==> src/rtl/pipelined_ripple_adder.sv <==
// pipelined_ripple_adder: WIDTH-bit ripple-carry adder split into STAGES
// equal chunks, one chunk resolved per stage, one new addition per cycle.
// Ports: clk, rst (async, active-high); in_valid/in_ready + A, B, Cin in;
// out_valid/out_ready + S, Cout out.
// Optional macro RCA_PIPE_OVF_EN adds Ovf (signed overflow, with S/Cout).
module pipelined_ripple_adder #(
    parameter int WIDTH  = 8,
    parameter int STAGES = 2
) (
    input  logic             clk,
    input  logic             rst,
    input  logic             in_valid,
    output logic             in_ready,
    input  logic [WIDTH-1:0] A,
    input  logic [WIDTH-1:0] B,
    input  logic             Cin,
    output logic             out_valid,
    input  logic             out_ready,
    output logic [WIDTH-1:0] S,
    output logic             Cout
`ifdef RCA_PIPE_OVF_EN
    ,
    output logic             Ovf
`endif
);

    localparam int CW = WIDTH / STAGES;
    // Stage i keeps only the B chunks still to be added: CW*(STAGES-1-i) bits.
    // All stages' B skew registers are packed into one flat vector.
    localparam int BT = CW * STAGES * (STAGES - 1) / 2;
    localparam int BW = (BT > 0) ? BT : 1;

    function automatic int boff(input int i);
        return CW * (i * STAGES - i * (i + 1) / 2);
    endfunction

    logic [STAGES-1:0] v_q, v_d;
    logic [STAGES-1:0] c_q, c_d;
    logic [WIDTH-1:0]  w_q [STAGES];
    logic [WIDTH-1:0]  w_d [STAGES];
    logic [BW-1:0]     b_q, b_d;
    logic              adv;

`ifdef RCA_PIPE_OVF_EN
    logic cmsb;
    logic ovf_q;
`endif

    assign adv = !(out_valid && !out_ready);

    // w holds finished sum chunks below the current chunk and the
    // not-yet-added A chunks above it, so one word carries both.
    for (genvar i = 0; i < STAGES; i++) begin : g_stg
        localparam int IW = CW * (STAGES - i);
        logic             vin;
        logic             cin;
        logic [WIDTH-1:0] win;
        logic [WIDTH-1:0] wn;
        logic [IW-1:0]    bin;
        logic [CW-1:0]    ach;
        logic [CW-1:0]    sch;
        logic [CW:0]      cc;

        if (i == 0) begin : g_head
            assign vin = in_valid;
            assign win = A;
            assign bin = B;
            assign cin = Cin;
        end else begin : g_body
            assign vin = v_q[i-1];
            assign win = w_q[i-1];
            assign bin = b_q[boff(i-1) +: IW];
            assign cin = c_q[i-1];
        end

        assign ach = win[i*CW +: CW];

        always_comb begin
            sch   = '0;
            cc    = '0;
            cc[0] = cin;
            for (int j = 0; j < CW; j++) begin
                sch[j]  = ach[j] ^ bin[j] ^ cc[j];
                cc[j+1] = (ach[j] & bin[j]) | (cc[j] & (ach[j] ^ bin[j]));
            end
            wn = win;
            wn[i*CW +: CW] = sch;
        end

        if (i < STAGES - 1) begin : g_skew
            assign b_d[boff(i) +: CW*(STAGES-1-i)] = bin[IW-1:CW];
        end

`ifdef RCA_PIPE_OVF_EN
        if (i == STAGES - 1) begin : g_tail
            assign cmsb = cc[CW-1];
        end
`endif

        assign v_d[i] = vin;
        assign c_d[i] = cc[CW];
        assign w_d[i] = wn;
    end

    if (BT == 0) begin : g_nob
        assign b_d = '0;
    end

    always_ff @(posedge clk or posedge rst) begin
        if (rst) begin
            v_q <= '0;
            c_q <= '0;
            b_q <= '0;
            for (int k = 0; k < STAGES; k++) begin
                w_q[k] <= '0;
            end
`ifdef RCA_PIPE_OVF_EN
            ovf_q <= 1'b0;
`endif
        end else if (adv) begin
            v_q <= v_d;
            c_q <= c_d;
            b_q <= b_d;
            w_q <= w_d;
`ifdef RCA_PIPE_OVF_EN
            ovf_q <= cmsb ^ c_d[STAGES-1];
`endif
        end
    end

    assign in_ready  = adv;
    assign out_valid = v_q[STAGES-1];
    assign S         = w_q[STAGES-1];
    assign Cout      = c_q[STAGES-1];
`ifdef RCA_PIPE_OVF_EN
    assign Ovf       = ovf_q;
`endif

endmodule

==> config.mk <==
export PLATFORM = sky130hd
export DESIGN_NAME = pipelined_ripple_adder
export DESIGN_NICKNAME = d
export VERILOG_FILES = /design/src/rtl/pipelined_ripple_adder.sv
export SDC_FILE = /design/constraint.sdc
export NUM_CORES = 1
export LEC_CHECK = 0
export BUFFER_PORTS_ARGS = -buffer_cell sky130_fd_sc_hd__clkbuf_2
export CORE_MARGIN = 2
export CORE_UTILIZATION = 25
export DETAILED_ROUTE_END_ITERATION = 10
export PLACE_DENSITY = 0.48
export REMOVE_ABC_BUFFERS = 1
export SLEW_MARGIN = 20
export SYNTH_ARGS = -nofsm -noshare
export SYNTH_HDL_FRONTEND = slang
export SYNTH_SLANG_ARGS = --single-unit
export TNS_END_PERCENT = 50
==> constraint.sdc <==
create_clock -name clk -period 2.5 [get_ports clk]
set_input_delay 0.25 -clock clk [delete_from_list [all_inputs] [get_ports clk]]
set_output_delay 0.25 -clock clk [all_outputs]
set_load 0.1 [all_outputs]
==> flow_summary.toml <==
[setup_path]
cp_slowest_cell = "fa_1"
r2r_cells = 8
r2r_end = "S[7]$_DFFE_PP0N_"
cp_max_fo = 2
cp-end-kind = "flip-flop"
endpoint = "S[7]$_DFFE_PP0N_"
crit_start = "c_q[0]$_DFFE_PP0N_"
crit_buf_inv = 3
worstSetupStartpointType = "flip-flop"
cp_common_cell = "fa_1"
arrival_ns = 2.30
reg2reg_slack_ns = 0.40
critPathKind = "flip-flop to flip-flop"
worst_ep_required_time_ns = 2.69
r2r-start = "c_q[0]$_DFFE_PP0N_"
path_depth = 8
path_delay_family = "adder cells"
cp_cell_sequence = "inv_1 > fa_1 > inv_1 > fa_1 > fa_1 > inv_1 > fa_1 > a21oi_1"
crit_path_max_incr_delay_ns = 0.40

[global_route]
grt_pass1_wl_mm = 3.284
overflow = 0
antenna_found_initial = 0
grt_max_degree = 25
first_global_vias = 765
grt_usage = 0.07958

[detailed_routing]
drt-total-wl_mm = 1.898
ant_nets = 0
wire_per_inst_microns = 11.30
vias = 647
drc = 0
drt-initial-drc-count = 36
vias_per_cell = 3.851
first_pass_iters = 3

[finish]
diodes = 0
layout-drive-gt1-share = 0.4737
multi_input_area_sq_um = 481.7
nNetsFinal = 144
areaGrowthSynthToFinish_pct = 22.46
finalInstanceArea_sq_mm = 0.001446
seq_area_sq_um = 600.6
fillers = 500
post-route-util = 0.3124

[clock_network]
ctsHoldBuffers = 0
clock_sinks = 24
clockBufferDepth = 2
h-tree-depth = 1
clkTransAtPathRegs_ns = 0.08
worstSkewPairLatency_ns = 0.26
cts.repair.resized = 0
cts_tree = "done"
cts_buffers = 3
cts-root-buf = "clkbuf_8"
post-cts-setup-buffers = 0

[logic_synthesis]
avgSynthCellArea_sq_um = 14.76
synth_simple_gate_area_frac = 0.04237
synth.distinct_cells = 11
ys_seq_elements = 24
netlist_area_sq_mm = 0.001181
synth_cells = 80
synth_compound_area_frac = 0.02119
yosys_warnings = 0
synth_top_family_by_area = "multiplexers"
muxShareOfSynthArea = 0.2087
yosys.area_share.xor_xnor = 0
yosysSeqAreaShare = 0.5085
synth_fa_ha_area_frac = 0.1356

[sta]
finClkSkew_ns = 0.0007866
max_freq_mhz = 475.5
period_needed_ns = 2.103
period_share = 0.8412
grt_setup_unrepaired = "false"
final_hold_viol_count = 0
setup_viol = 0
slew_headroom = 0.3867
worstMarginPinSlew_ns = 0.9190
drv_slew = 0

[die]
initial_core_util = 0.2551
dieWidth_microns = 72.74
num_io_pins = 32
core_sq_mm = 0.004629
fp-row-count = 25
dieArea_sq_mm = 0.005290
die_height_microns = 72.74

[job]
maxCapViolCount = 0

[power]
p_per_area_mw_per_mm2 = 1055
leakage_uw = 0.0007373
p_total_uw = 1526
vdd_drop_max_v = 0.0003051

[worst_hold_path]
hp-class = "primary input to async pin"

[outcome]
outcome = "finished, final reports clean"

[placement]
place_hpwl_mm = 1.476
place_area_sq_mm = 0.001391
portBuffers = 31
routabilityCongestion = 0.6648
-- layout make-up --
class	count	area share
clock buffer	4	0.03806
multi-input combinational	38	0.3330
sequential	24	0.4152
inverter	15	0.03893
tap	54	0.04671
timing repair buffer	33	0.1280
-- registers in the layout, summed over array words and instances (netlist names) --
register,flops
v_q,2
g_stg.win,8
c_q,2
S,8
b_q,4
-- cell families (layout without fill, tap and decap cells) --
logic type               count (synthesis)  after routing
buffers and inverters                   18             52
AND/OR/NAND/NOR                          7              7
multiplexers                            18             18
AO/OA/AOI/OAI                            5              5
flip-flops                              24             24
adder cells (fa/ha/maj)                  8              8
-- Yosys cell counts --
cell      instances  area share
buf_12            1       0.017
nand2b_1          2       0.011
buf_6             2       0.019
mux2_2            5       0.048
fa_1              8        0.14
inv_1            15       0.048
nor3b_1           5       0.032
mux2i_1           1      0.0085
dfrtp_1          24        0.51
mux2_4           12        0.15
a21oi_1           5       0.021
-- report_power, final --
group,leakage (uW),internal (uW),switching (uW)
clock network,0.0000288,140,120
registers,0.000276,480,54.4
logic,0.000432,183,547
total,0.000737,804,722
-- placed cells by master (no fill, tap or decap) --
| cell type | count |
|---|---|
| dfrtp_1 | 24 |
| mux2i_1 | 1 |
| mux2_2 | 5 |
| nand2b_1 | 2 |
| fa_1 | 8 |
| inv_1 | 15 |
| a21oi_1 | 5 |
| buf_4 | 2 |
| nor3b_1 | 5 |
| clkbuf_8 | 4 |
| mux2_4 | 12 |
| buf_12 | 1 |
| clkbuf_2 | 30 |
-- layer usage --
layer,up-vias,global-route usage,wire (microns)
li1,319,-,-
met1,307,0.1005,860
met2,17,0.1232,895
met3,4,0.02210,103
met4,0,0.04321,39
met5,-,0,0
-- metrics by stage --
step / hold slack [ns] / setup slack, ns / std cells / TNS [ns]
floorplan: 0.2646 / -0.5586 / 77 / -11.49
global placement: 0.4433 / 0.4267 / 164 / 0
detailed placement: 0.4493 / 0.4147 / 164 / 0
CTS: 0.1993 / 0.3803 / 168 / 0
global route: 0.2049 / 0.2121 / 168 / 0
finish: 0.1596 / 0.3969 / 168 / 0
-- worst min path at each step --
stage                                              to  slack [ns]          startpoint  cells past startpoint
after global placement             v_q[1]$_DFFE_PP0N_        0.44  v_q[0]$_DFFE_PP0N_                      1
after global routing               v_q[0]$_DFFE_PP0N_        0.20            in_valid                      2
after detailed placement           v_q[1]$_DFFE_PP0N_        0.45  v_q[0]$_DFFE_PP0N_                      1
after CTS                 g_stg[1].win[5]$_DFFE_PP0N_        0.20                 rst                      2
final                                S[5]$_DFFE_PP0N_        0.16                 rst                      2
after floorplan                      S[0]$_DFFE_PP0N_        0.26                 rst                      1
(Power assumes the default switching activity.)
